==> src/rtl/store_buffer_controller.sv <==
// store_buffer_controller: aligns SB/SH/SW stores into a FIFO drained over req/ack, with load-hazard detection.
// Define STORE_MERGE_EN to merge a store into the newest entry when word addresses match.
module store_buffer_controller #(
  parameter int DATA_WIDTH = 32,
  parameter int DEPTH      = 4
) (
  input  logic                  iClk,
  input  logic                  iRstN,
  input  logic                  iStoreValid,
  input  logic [1:0]            iStoreType,
  input  logic [DATA_WIDTH-1:0] iAddress,
  input  logic [DATA_WIDTH-1:0] iStoreData,
  output logic                  oFull,
  output logic                  oEmpty,
  output logic                  oMisaligned,
  input  logic [DATA_WIDTH-1:0] iLoadAddress,
  output logic                  oLoadHazard,
  output logic                  oMemReq,
  input  logic                  iMemAck,
  output logic [DATA_WIDTH-1:0] oMemAddress,
  output logic [DATA_WIDTH-1:0] oMemData,
  output logic [3:0]            oMemByteEn
);
  localparam int PW = $clog2(DEPTH);
  localparam int CW = PW + 1;
  typedef enum logic {IDLE, REQ} state_t;
  state_t r_state, w_state_nx;
  logic [PW-1:0] r_head, r_tail, w_off;
  logic [CW-1:0] r_count, w_count_nx;
  logic [DATA_WIDTH-3:0] r_addr [DEPTH];
  logic [DATA_WIDTH-1:0] r_data [DEPTH];
  logic [3:0] r_be [DEPTH];
  logic r_mis;
  logic w_is_b, w_is_h, w_aligned, w_push, w_pop, w_merge, w_unused;
  logic [3:0] w_be;
  logic [DATA_WIDTH-1:0] w_data;
  assign w_is_b    = iStoreType == 2'b00;
  assign w_is_h    = iStoreType == 2'b01;
  assign w_aligned = w_is_b | (w_is_h ? ~iAddress[0] : iAddress[1:0] == 2'b00);
  assign w_be      = w_is_b ? 4'b0001 << iAddress[1:0] : w_is_h ? (iAddress[1] ? 4'b1100 : 4'b0011) : 4'b1111;
  assign w_data    = w_is_b ? {4{iStoreData[7:0]}} : w_is_h ? {2{iStoreData[15:0]}} : iStoreData;
  assign w_unused  = ^iLoadAddress[1:0];
`ifdef STORE_MERGE_EN
  logic [PW-1:0] w_newest;
  assign w_newest = r_tail - PW'(1);
  // the head may only absorb a merge before its request goes out
  assign w_merge = iStoreValid && w_aligned && r_count != '0 &&
                   r_addr[w_newest] == iAddress[DATA_WIDTH-1:2] &&
                   !(w_newest == r_head && r_state == REQ);
`else
  assign w_merge = 1'b0;
`endif
  assign w_push     = iStoreValid && w_aligned && !w_merge && r_count != CW'(DEPTH);
  assign w_pop      = r_state == REQ && iMemAck;
  assign w_count_nx = r_count + CW'(w_push) - CW'(w_pop);
  always_ff @(posedge iClk or negedge iRstN) begin
    if (!iRstN) begin
      r_state <= IDLE;
      r_head  <= '0;
      r_tail  <= '0;
      r_count <= '0;
      r_mis   <= 1'b0;
    end else begin
      r_state <= w_state_nx;
      r_head  <= r_head + PW'(w_pop);
      r_tail  <= r_tail + PW'(w_push);
      r_count <= w_count_nx;
      r_mis   <= iStoreValid && !w_aligned;
    end
  end
  always_ff @(posedge iClk) begin
    if (w_push) begin
      r_addr[r_tail] <= iAddress[DATA_WIDTH-1:2];
      r_data[r_tail] <= w_data;
      r_be[r_tail]   <= w_be;
    end
`ifdef STORE_MERGE_EN
    if (w_merge) begin
      r_be[w_newest] <= r_be[w_newest] | w_be;
      for (int n = 0; n < 4; n++) if (w_be[n]) r_data[w_newest][8*n +: 8] <= w_data[8*n +: 8];
    end
`endif
  end
  always_comb begin
    w_state_nx = r_state == IDLE ? (r_count != '0 ? REQ : IDLE) : (w_count_nx != '0 ? REQ : IDLE);
  end
  // head fields are gated so idle and reset both present zeros
  always_comb begin
    oMemReq     = r_state == REQ;
    oMemAddress = r_state == REQ ? {r_addr[r_head], 2'b00} : '0;
    oMemData    = r_state == REQ ? r_data[r_head] : '0;
    oMemByteEn  = r_state == REQ ? r_be[r_head] : '0;
  end
  always_comb begin
    oLoadHazard = 1'b0;
    w_off       = '0;
    for (int i = 0; i < DEPTH; i++) begin
      w_off = PW'(i) - r_head;
      if ({1'b0, w_off} < r_count && r_addr[i] == iLoadAddress[DATA_WIDTH-1:2]) oLoadHazard = 1'b1;
    end
  end
  assign oFull       = r_count == CW'(DEPTH);
  assign oEmpty      = r_count == '0 && r_state == IDLE;
  assign oMisaligned = r_mis;
endmodule

==> config.mk <==
export PLATFORM = sky130hd
export DESIGN_NAME = store_buffer_controller
export DESIGN_NICKNAME = d
export VERILOG_FILES = /design/src/rtl/store_buffer_controller.sv
export SDC_FILE = /design/constraint.sdc
export NUM_CORES = 1
export LEC_CHECK = 0
export CAP_MARGIN = 20
export CORE_UTILIZATION = 50
export DETAILED_ROUTE_END_ITERATION = 10
export PLACE_DENSITY = 0.8
export SYNTH_ARGS = -nofsm -noshare
export SYNTH_HDL_FRONTEND = slang
export SYNTH_SLANG_ARGS = --single-unit
export TNS_END_PERCENT = 30
==> constraint.sdc <==
create_clock -name iClk -period 6.05 [get_ports iClk]
set_input_delay 1.21 -clock iClk [delete_from_list [all_inputs] [get_ports iClk]]
set_output_delay 1.21 -clock iClk [all_outputs]
set_load 0.005 [all_outputs]
Yosys cells after proc, flatten, opt, wreduce, memory -nomap -nowiden
Memories as Yosys holds them, arrays and structs flattened.
Index checks and enable logic that the tools add are counted.
Widths: inputs -> output; s select.
{"block": "word_totals", "elab_cells": 64, "regBits": 9, "inputBits": 102, "n_memories": 3, "ramBits": 264}
{"block": "op_classes", "magnitude_cmp": 4, "bitwise_logic": 3, "addsub": 8, "eq_ne": 7, "n_shift": 1, "n_reduce_logical": 15, "n_mux": 18}
{"memory": "r_data", "words": 4, "word_bits": 32, "read_ports": 1, "rd_ports_with_merged_regs": 0, "write_ports": 1, "line_no": "31", "rtl": "logic [DATA_WIDTH-1:0] r_data [DEPTH];"}
{"memory": "r_addr", "words": 4, "word_bits": 30, "read_ports": 5, "rd_ports_with_merged_regs": 0, "write_ports": 1, "line_no": "30", "rtl": "logic [DATA_WIDTH-3:0] r_addr [DEPTH];"}
{"memory": "r_be", "words": 4, "word_bits": 4, "read_ports": 1, "rd_ports_with_merged_regs": 0, "write_ports": 1, "line_no": "32", "rtl": "logic [3:0] r_be [DEPTH];"}
{"operator": "$mux 32", "count": 4}
{"operator": "$eq 30x30->1", "count": 4}
{"operator": "$mux 4", "count": 4}
{"operator": "$lt 2x3->1", "count": 4}
{"operator": "$mux 1", "count": 10}
{"operator": "$logic_and 1x1->1", "count": 9}
{"operator": "$reduce_bool 3->1", "count": 2}
{"operator": "$add 2x1->2", "count": 2}
{"operator": "$logic_not 2->1", "count": 2}
{"operator": "$shl 1x2->4 const A", "count": 1}
{"operator": "$sub 1x2->2 const A", "count": 2}
{"operator": "$sub 2x2->2 const A", "count": 2}
{"operator": "$add 3x1->3", "count": 1}
{"operator": "$eq 3x3->1 const B", "count": 1}
{"operator": "$logic_not 3->1", "count": 1}
{"operator": "$ne 3x3->1 const B", "count": 1}
{"operator": "$sub 3x1->3", "count": 1}
{"operator": "$eq 2x1->1 const B", "count": 1}
{"operator": "$not 1->1", "count": 2}
{"operator": "$logic_not 1->1", "count": 1}
{"operator": "$or 1x1->1", "count": 1}

Logic depth before layout (Yosys ltp)
Gate-level depths: netlist of run 1.
{"block": "depth", "word_depth": 10, "ltp_mapped": 12, "depth_no_buf": 12}

Worst setup path after synthesis of run 1
No wires, ideal clock.
{"block": "synth_path", "path_type": "input to register", "startpoint": "input port iAddress[0]", "endpoint": "memory r_addr[0][0] in the netlist's numbering (enable)", "required_ps": 5479, "cell_stages": 5, "t_arrival_ps": 6220, "path_slack_ps": -741, "setup_ps": 571, "cell_sequence": "a21oi_1 -> nor2_1 -> nor3b_2 -> inv_1 -> nor3_1"}
{"block": "synth_between", "elab_chain_len": 7, "word_cells_on_any_way": 8}
{"element": "from (decl)", "line_no": "11", "rtl": "input logic [DATA_WIDTH-1:0] iAddress,"}
{"element": "$logic_not 2->1 / $not 1->1 (equally long branches)", "line_no": "39", "rtl": "assign w_aligned = w_is_b | (w_is_h ? ~iAddress[0] : iAddress[1:0] == 2'b00);"}
{"element": "$mux 1 (*)", "line_no": "39"}
{"element": "$or 1x1->1 (*)", "line_no": "39"}
{"element": "$logic_and 1x1->1 (*) (2 in series)", "line_no": "53", "rtl": "assign w_push = iStoreValid && w_aligned && !w_merge && r_count != CW'(DEPTH);"}
{"element": "$mux 1 (*)", "line_no": "72", "rtl": "if (w_push) begin"}
{"element": "$mux 1 (implied by the code) (*)", "line_no": "73", "rtl": "r_addr[r_tail] <= iAddress[DATA_WIDTH-1:2];"}
{"element": "to (decl)", "line_no": "30"}
Mark *: on every way between the ends. The rest lies on a longest branch, timed or not.

Final worst setup path of run 1
{"block": "layout_path", "startpoint": "input port iLoadAddress[27]", "endpoint": "output port oLoadHazard"}
{"block": "layout_between", "elab_chain_len": 6, "word_cells_on_any_way": 12}
{"element": "from (decl)", "line_no": "16", "rtl": "input logic [DATA_WIDTH-1:0] iLoadAddress,"}
{"element": "$eq 30x30->1", "line_no": "99", "rtl": "if ({1'b0, w_off} < r_count && r_addr[i] == iLoadAddress[DATA_WIDTH-1:2]) oLoadHazard = 1'b1;"}
{"element": "$logic_and 1x1->1", "line_no": "99"}
{"element": "$mux 1 (3 in series)", "line_no": "99"}
{"element": "$mux 1 (*)", "line_no": "99"}
{"element": "to (decl)", "line_no": "17", "rtl": "output logic oLoadHazard,"}
Marks and branches as above.

==> flow_metrics.env, run 1 <==
export IMPL_final_max_slew_viol_count=0
export IMPL_yosysWarnings=0
export IMPL_ys_ff_latch=273
export IMPL_place_area_mm2=0.01436
export IMPL_worst_pin_slew_ns=0.8977
export IMPL_dr_pass1_iters=5
export IMPL_synth_edf_count=264
export IMPL_final_common_cell="edfxtp_1"
export IMPL_final_setup_tns_ns=0
export IMPL_setup_viol=0
export IMPL_grt_pass1_vias=7005
export IMPL_netlist_area_mm2=0.01229
export IMPL_fillCellCount=1718
export IMPL_ys_seq_area_share_pct=66.35
export IMPL_dieArea_mm2=0.02520
export IMPL_hp_start="r_count[1]"
export IMPL_drc=0
export IMPL_period_minus_slack_ns=4.724
export IMPL_finalHoldViolations=0
export IMPL_ys_flop_type="edfxtp_1"
export IMPL_fin_cells=1220
export IMPL_drive_gt1_share_pct=15.66
export IMPL_cts_htree_levels=1
export IMPL_coreArea_mm2=0.02418
export IMPL_worstPathRequired_ns=4.84
export IMPL_hold_buffers=0
export IMPL_port_buffers=170
export IMPL_antenna_found_initial=5
export IMPL_cts_root_buffer="clkbuf_16"
export IMPL_fin_nets=986
export IMPL_grt_max_degree=71
export IMPL_peakVddDrop_uv=284.5
export IMPL_fin_worst_skew_ns=0.009025
export IMPL_clkLatencyLatePin_ns=0.53
export IMPL_cp_end_kind="output port"
export IMPL_relSlewSlack_pct=39.96
export IMPL_syn_to_final_growth_pct=23.49
export IMPL_powerDensity_mw_per_mm2=407.6
export IMPL_mostFrequentLayoutCells="edfxtp_1, clkdlybuf4s50_1, xor2_1, and2_1, mux4_2"
export IMPL_fp_dieH_um=158.8
export IMPL_worstReg2RegStart="r_count[2]"
export IMPL_crit_arrival_ns=3.51
export IMPL_netlist_instances=691
export IMPL_grt_pass1_wl_um=42100
export IMPL_ys_async_sr_fraction_pct=3.297
export IMPL_cap_violations=0
export IMPL_first_iter_violations=526
export IMPL_overflow=0
export IMPL_cts_buffer_depth=3
export IMPL_final_area_mm2=0.01517
export IMPL_clkTransAtPathRegs_ns=0.06
export IMPL_rsz0062_at_grt="false"
export IMPL_crit_start="iLoadAddress[27]"
export IMPL_period_share_pct=78.08
export IMPL_post_drt_wl_per_cell_um=22.89
export IMPL_io_pins=175
export IMPL_tritoncts="built"
export IMPL_final_seq_area_mm2=0.008159
export IMPL_postCtsResizedCells=0
export IMPL_setup_worst_path_class="input pin to output port"
export IMPL_gr_usage_all_layers_pct=22.30
export IMPL_p_leak_nw=5.025
export IMPL_clock_sinks=273
export IMPL_start_util_pct=50.82
export IMPL_cp_max_fo=4
export IMPL_crit_top_cell="clkdlybuf4s50_1"
export IMPL_min_path_type="flip-flop to flip-flop"
export IMPL_max_clock_freq_mhz=211.7
export IMPL_postSynthAreaPerCell_um2=17.78
export IMPL_status="complete, no violations"
export IMPL_rows=57
export IMPL_max_stage_delay_ns=0.61
export IMPL_crit_path_cell_trace="clkdlybuf4s50_1 > xor2_1 > nor4_1 > nand4_1 > a2111oi_2 > or4_1 > clkdlybuf4s50_1"
export IMPL_num_vias=6865
export IMPL_die_w_um=158.8
export IMPL_multi_input_comb_area_mm2=0.003944
export IMPL_drtAntennaViolNets=0
export IMPL_wirelength_um=27920
export IMPL_dp_final_hpwl_um=18540
export IMPL_numCtsBuffers=28
export IMPL_post_cts_buffers=0
export IMPL_crit_slowest_cell="clkdlybuf4s50_1"
export IMPL_yosys_cell_types_count=38
export IMPL_crit_path_start_kind="input pin"
export IMPL_gp_congestion=0.8750
export IMPL_dp_cells=1169
export IMPL_avgViaCountPerCell=5.627
[registers in the layout, indices dropped and copies added (netlist names)]
| register | count |
|---|---|
| oMemReq | 1 |
| r_count | 3 |
| r_be | 16 |
| r_tail | 2 |
| r_head | 2 |
| r_addr | 120 |
| r_data | 128 |
| oMisaligned | 1 |
[cells by family (layout without fill, tap and decap cells)]
logic type / count (synthesis) / in the layout / synth area share (%)
DFF: 273 / 273 / 66.35
and+or+nand+nor: 134 / 134 / 6.456
xor gates and xnor gates: 125 / 125 / 8.910
muxes: 90 / 90 / 14.22
buffers and inverters: 38 / 240 / 1.802
AOI/OAI and AO/OA: 21 / 21 / 1.252
adders and majority gates: 9 / 9 / 0.9776
other: 1 / 4 / 0.03052
[metal layers]
| layer | vias up | track usage (%) | part of all wire (%) | wire [µm] |
|---|---|---|---|---|
| met5 | - | 0 | 0.16 | 45 |
| met4 | 6 | 6.884 | 2.8 | 769 |
| li1 | 3052 | - | - | - |
| met1 | 3492 | 29.92 | 41 | 11440 |
| met3 | 53 | 5.381 | 7.7 | 2139 |
| met2 | 262 | 36.12 | 48 | 13530 |
[worst max-delay path, delay by kind of cell]
kind,cells,cell delay [ns]
AND/OR/NAND/NOR,3,0.78
buffers and inverters,2,1.12
AO/OA/AOI/OAI,1,0.22
XOR/XNOR,1,0.18
[worst paths after layout]
check	end	cells after the start	slack (ns)
hold reg to reg	oMemReq	2	0.59
max in group asynchronous	r_head[0]	1	4.72
setup / recovery	oLoadHazard	7	1.33
setup reg to reg	oMemReq	12	3.10
min in group asynchronous	r_count[0]	1	0.99
hold / removal	oMemReq	2	0.59
[cell usage after synthesis (2+ instances only)]
master	number	area, µm²
nor2_1	7	26.28
a21oi_1	3	15.01
nand4_1	11	68.82
o21ai_0	8	40.04
nand2_1	11	41.29
nor4_1	23	143.9
and2_1	68	425.4
buf_2	6	30.03
mux2i_1	8	80.08
mux4_2	66	1486
ha_1	8	100.1
a2111oi_2	2	30.03
nor3_1	5	25.02
inv_1	8	30.03
edfxtp_1	264	7928
nand3_1	3	15.01
buf_4	4	30.03
a21o_1	2	15.01
xor2_1	98	858.3
dfrtp_1	9	225.2
o21bai_1	2	15.01
nand2b_1	2	12.51
clkbuf_1	14	52.55
mux2_2	16	180.2
a31oi_1	2	12.51
xnor2_1	27	236.5
buf_12	3	60.06
[through the flow]
| step | setup WS [ns] | total power [mW] | util (%) | hold WS, ns |
|---|---|---|---|---|
| floorplan | 1.073 | 3.737 | - | 0.5010 |
| global placement | 1.335 | 4.671 | 59.39 | 0.5555 |
| detailed placement | 1.315 | 4.697 | 59.39 | 0.5781 |
| CTS | 1.297 | 6.252 | 62.74 | 0.5872 |
| global route | 1.147 | 6.462 | 62.74 | 0.6332 |
| finish | 1.326 | 6.185 | 62.76 | 0.5877 |
[cell type report]
class,count,share of cell area (%)
Multi-Input combinational cell,381,25.99
Sequential cell,273,53.77
Clock buffer,37,4.981
Timing Repair Buffer,182,11.97
Inverter,9,0.2226
Antenna cell,2,0.03298
Clock inverter,12,0.3546
Tap cell,324,2.672
[where the power goes]
part           switching, mW  internal, mW
Sequential             0.217          2.34
Combinational          0.852          1.23
Clock                  0.679         0.869
Note: power is estimated with default switching activity, not from simulation.
==> run 2, diff against run 1 <==
==> constraint.sdc (replaced) <==
create_clock -name iClk -period 3.8 [get_ports iClk]
set_input_delay 0.76 -clock iClk [delete_from_list [all_inputs] [get_ports iClk]]
set_output_delay 0.76 -clock iClk [all_outputs]
set_load 0.005 [all_outputs]
==> run 2 against run 1 <==
  * Worst setup slack got worse by 1.3 ns
  * Non-clock buffer count increased by 19
  * Sequential cell count unchanged
  * First-iteration DRC count decreased by 20%
  * Final area increased by 2.1%
  * Die area unchanged
  * Power increased by 65%
  * Cell count increased by 1.8%
  * Clock skew increased by 0.0016 ns
  * Critical path depth unchanged
==> flow_metrics.env, run 2 (synthesis gave the netlist of run 1 again) <==
export IMPL_coreArea_mm2=0.02418
export IMPL_avgViaCountPerCell=5.527
export IMPL_antenna_found_initial=4
export IMPL_dr_pass1_iters=4
export IMPL_cp_max_fo=4
export IMPL_cap_violations=0
export IMPL_holdWs_ns=0.5497
export IMPL_final_max_slew_viol_count=0
export IMPL_crit_arrival_ns=2.99
export IMPL_clkTransAtPathRegs_ns=0.06
export IMPL_combPwrFrac_pct=34.5
export IMPL_place_area_mm2=0.01450
export IMPL_period_share_pct=98.81
export IMPL_start_util_pct=50.82
export IMPL_fin_cells=1242
export IMPL_rsz0062_at_grt="true"
export IMPL_gp_congestion=0.8891
export IMPL_gr_usage_all_layers_pct=22.52
export IMPL_worstPathRequired_ns=3.04
export IMPL_cts_htree_levels=1
export IMPL_port_buffers=170
export IMPL_finalHoldViolations=0
export IMPL_power_frac_clock_pct=26.8
export IMPL_dp_cells=1188
export IMPL_p_sw_share_pct=27.48
export IMPL_drive_gt1_share_pct=18.69
export IMPL_clock_sinks=273
export IMPL_drtAntennaViolNets=0
export IMPL_mostFrequentLayoutCells="edfxtp_1, clkdlybuf4s50_1, xor2_1, and2_1, mux4_2"
export IMPL_clkLatencyLatePin_ns=0.53
export IMPL_cp_end_kind="output port"
export IMPL_largest_register="r_data"
export IMPL_drc=0
export IMPL_period_minus_slack_ns=3.755
export IMPL_switching_power_mw=2.802
export IMPL_final_common_cell="edfxtp_1"
export IMPL_grt_pass1_wl_um=42340
export IMPL_power_mw=10.20
export IMPL_numCtsBuffers=28
export IMPL_die_w_um=158.8
export IMPL_num_vias=6864
export IMPL_fillCellCount=1693
export IMPL_p_int_mw=7.396
export IMPL_min_path_type="input pin to async pin"
export IMPL_crit_path_start_kind="input pin"
export IMPL_cts_root_buffer="clkbuf_16"
export IMPL_post_cts_buffers=0
export IMPL_postCtsResizedCells=0
export IMPL_fin_nets=1005
export IMPL_largest_reg_flops=128
export IMPL_cts_buffer_depth=3
export IMPL_grt_max_degree=62
export IMPL_dieArea_mm2=0.02520
export IMPL_p_seq_share_pct=38.7
export IMPL_rows=57
export IMPL_fp_dieH_um=158.8
export IMPL_hold_buffers=0
export IMPL_syn_to_final_growth_pct=26.09
export IMPL_multi_input_comb_area_mm2=0.003995
export IMPL_powerDensity_mw_per_mm2=658.3
export IMPL_setup_worst_path_class="input pin to output port"
export IMPL_grt_pass1_vias=7138
export IMPL_wirelength_um=27890
export IMPL_setup_viol=0
export IMPL_first_iter_violations=423
export IMPL_overflow=0
export IMPL_max_clock_freq_mhz=266.3
export IMPL_reg_top3="r_data x128, r_addr x120, r_be x16"
export IMPL_tritoncts="built"
export IMPL_p_leak_nw=5.205
export IMPL_post_drt_wl_per_cell_um=22.45
export IMPL_peakVddDrop_uv=664.5
export IMPL_final_area_mm2=0.01549
export IMPL_relSlewSlack_pct=44.41
export IMPL_status="complete, no violations"
export IMPL_dp_final_hpwl_um=18720
export IMPL_fin_worst_skew_ns=0.01061
export IMPL_worst_pin_slew_ns=0.8308
export IMPL_final_seq_area_mm2=0.008159
export IMPL_io_pins=175
==> run 2: stage by stage <==
step	setup slack, ns	util [%]	TNS, ns
3_3_place_gp	0.01719	59.98	0
6_report	0.04531	64.08	0
5_1_grt	-0.08587	64.05	-0.08587
4_1_cts	0.001108	63.80	0
3_5_place_dp	0.02281	59.98	0
2_1_floorplan	-0.7274	-	-82.04
==> run 2: layout make-up <==
type,instances,share of cell area (%)
Antenna cell,3,0.04846
Clock buffer,37,4.878
Clock inverter,14,1.082
Inverter,9,0.2181
Multi-Input combinational cell,381,25.79
Sequential cell,273,52.67
Tap cell,324,2.617
Timing Repair Buffer,201,12.70
==> run 2: power groups by stage <==
| stage | combinational, mW | clock [mW] | sequential (mW) |
|---|---|---|---|
| after detailed placement | 3.53 | 0 | 4.01 |
| after floorplan | 2.03 | 0 | 3.92 |
| after global placement | 3.51 | 0 | 3.98 |
| after global routing | 3.78 | 2.90 | 3.99 |
| final | 3.52 | 2.73 | 3.95 |
| after CTS | 3.55 | 2.79 | 3.95 |
==> run 2: layer usage <==
| layer | vias up | global-route usage, % | wire length [µm] |
|---|---|---|---|
| met1 | 3431 | 29.77 | 11080 |
| met4 | 2 | 5.737 | 614 |
| met2 | 294 | 37.58 | 13730 |
| met5 | - | 0 | 13 |
| met3 | 43 | 5.303 | 2446 |
| li1 | 3094 | - | - |
==> run 2: path summary, 6_finish.rpt <==
kind,start,slack (ns),cells past startpoint,to
hold / removal,iRstN,0.55,1,oMisaligned
min in group iClk,r_count[1],0.58,2,oMemReq
hold reg to reg,r_count[1],0.58,2,oMemReq
setup reg to reg,r_count[2],1.07,12,oMemReq
max in group asynchronous,iRstN,2.89,1,r_head[0]
setup / recovery,iLoadAddress[13],0.05,7,oLoadHazard
==> run 2: critical path, stage by stage <==
cell and delay, ns:
clkdlybuf4s50_1 0.55, xor2_1 0.20, nor4_1 0.34, nand4_1 0.19, nor4_2 0.28, or4_1 0.16, clkdlybuf4s50_1 0.50
==> run 3, diff against run 2 <==
--- a/config.mk
+++ b/config.mk
@@ -9,6 +9,7 @@
 export CORE_UTILIZATION = 50
 export DETAILED_ROUTE_END_ITERATION = 10
 export PLACE_DENSITY = 0.8
+export RECOVER_POWER = 50
 export SYNTH_ARGS = -nofsm -noshare
 export SYNTH_HDL_FRONTEND = slang
 export SYNTH_SLANG_ARGS = --single-unit
==> run 3 against run 2 <==
  * The run now ends with max-capacitance violations left
  * Global-route usage did not move
  * Combinational power about the same
  * Sequential share of layout area increased by 0.16 points
  * Non-clock buffer count did not move
  * First-iteration DRC count shrank 6.4%
  * Utilization is 0.19 points lower
  * Critical path depth stayed put
  * Largest power group unchanged
==> flow_metrics.env, run 3 (synthesis gave the netlist of run 1 again) <==
export IMPL_peakVddDrop_uv=659.2
export IMPL_setup_worst_path_class="input pin to output port"
export IMPL_grt_pass1_wl_um=42340
export IMPL_min_path_type="flip-flop to flip-flop"
export IMPL_worst_slack_ns=0.03783
export IMPL_multi_input_comb_area_mm2=0.003979
export IMPL_dp_cells=1188
export IMPL_clkLatencyLatePin_ns=0.53
export IMPL_syn_to_final_growth_pct=25.71
export IMPL_num_vias=6830
export IMPL_status="complete, but fails checks"
export IMPL_drive_gt1_share_pct=16.39
export IMPL_antenna_found_initial=4
export IMPL_dr_pass1_iters=4
export IMPL_fin_cells=1242
export IMPL_cp_end_kind="output port"
export IMPL_mostFrequentLayoutCells="edfxtp_1, clkdlybuf4s50_1, xor2_1, and2_1, mux4_2"
export IMPL_p_leak_nw=5.196
export IMPL_rows=57
export IMPL_place_ws_ns=0.02281
export IMPL_final_common_cell="edfxtp_1"
export IMPL_worst_pin_slew_ns=1.495
export IMPL_fillCellCount=1704
export IMPL_gp_congestion=0.8891
export IMPL_largest_reg_flops=128
export IMPL_cts_root_buffer="clkbuf_16"
export IMPL_gr_usage_all_layers_pct=22.52
export IMPL_hold_buffers=0
export IMPL_overflow=0
export IMPL_final_seq_area_mm2=0.008159
export IMPL_max_clock_freq_mhz=265.8
export IMPL_fp_dieH_um=158.8
export IMPL_fin_nets=1005
export IMPL_finalHoldViolations=0
export IMPL_crit_path_cell_trace="clkdlybuf4s50_1 > xor2_1 > nor4_1 > nand4_1 > nor4_2 > or4_1 > clkdlybuf4s50_1"
export IMPL_tritoncts="built"
export IMPL_crit_top_cell="clkdlybuf4s50_1"
export IMPL_drc=0
export IMPL_grt_max_degree=62
export IMPL_power_mw=10.17
export IMPL_rsz0062_at_grt="true"
export IMPL_dieArea_mm2=0.02520
export IMPL_io_pins=175
export IMPL_period_share_pct=99.00
export IMPL_crit_slowest_cell="clkdlybuf4s50_1"
export IMPL_crit_path_start_kind="input pin"
export IMPL_setup_viol=0
export IMPL_postCtsResizedCells=0
export IMPL_start_util_pct=50.82
export IMPL_final_max_slew_viol_count=0
export IMPL_post_drt_wl_per_cell_um=22.38
export IMPL_reg_top3="r_data x128, r_addr x120, r_be x16"
export IMPL_powerDensity_mw_per_mm2=658.2
export IMPL_die_w_um=158.8
export IMPL_violations="max-capacitance violations"
export IMPL_fin_worst_skew_ns=0.01030
export IMPL_cap_violations=1
export IMPL_worstPathRequired_ns=3.04
export IMPL_max_stage_delay_ns=0.55
export IMPL_cts_htree_levels=1
export IMPL_clkTransAtPathRegs_ns=0.06
export IMPL_first_iter_violations=396
export IMPL_largest_register="r_data"
export IMPL_numCtsBuffers=28
export IMPL_relSlewSlack_pct=0.3632
export IMPL_cts_buffer_depth=3
export IMPL_drtAntennaViolNets=0
export IMPL_clock_sinks=273
export IMPL_cp_max_fo=4
export IMPL_post_cts_buffers=0
export IMPL_avgViaCountPerCell=5.499
export IMPL_grt_pass1_vias=7138
export IMPL_port_buffers=170
export IMPL_wirelength_um=27800
export IMPL_period_minus_slack_ns=3.762
export IMPL_crit_arrival_ns=3.00
export IMPL_dp_final_hpwl_um=18720
export IMPL_coreArea_mm2=0.02418
==> run 3: power breakdown <==
part / internal [mW] / switching (mW)
logic: 1.99 / 1.50
registers: 3.72 / 0.222
clock network: 1.66 / 1.07
total: 7.37 / 2.79
==> run 3: layer usage <==
layer,GRT usage [%],part of all wire (%),vias to the layer above
met2,37.58,49,294
met1,29.77,40,3399
met3,5.303,8.7,42
li1,-,-,3093
met4,5.737,2.2,2
met5,0,0.047,-
==> run 3: area by class of cell <==
cell class                 instances  share of cell area [%]
inverter                           9                  0.2187
clock inverter                    14                   1.085
antenna                            3                 0.04860
timing repair buffer             201                   12.55
sequential                       273                   52.82
tap                              324                   2.625
multi-input combinational        381                   25.76
clock buffer                      37                   4.893
==> run 3: worst max-delay path, delay by kind of cell <==
family	cells	cell delay [ns]
xor+xnor	1	0.20
buf+inv	2	1.05
simple gates	4	0.99
==> run 3: worst paths after layout <==
| path | start | end | slack, ns | cells past startpoint |
|---|---|---|---|---|
| hold reg to reg | r_count[1] | oMemReq | 0.58 | 2 |
| setup reg to reg | r_count[2] | oMemReq | 0.96 | 12 |
| hold / removal | r_count[1] | oMemReq | 0.58 | 2 |
| setup / recovery | iLoadAddress[13] | oLoadHazard | 0.04 | 7 |
| max in group asynchronous | iRstN | r_head[0] | 2.84 | 1 |
| min in group asynchronous | iRstN | oMisaligned | 0.61 | 1 |
==> run 3: per-stage QoR <==
step | instance area (µm²) | TNS [ns] | util [%] | hold slack, ns
2_1_floorplan | 12300 | -82.04 | - | 0.4644
3_3_place_gp | 14500 | 0 | 59.98 | 0.5519
3_5_place_dp | 14500 | 0 | 59.98 | 0.5747
4_1_cts | 15420 | 0 | 63.80 | 0.5360
5_1_grt | 15440 | -0.08587 | 63.86 | 0.6345
6_report | 15450 | 0 | 63.89 | 0.5772
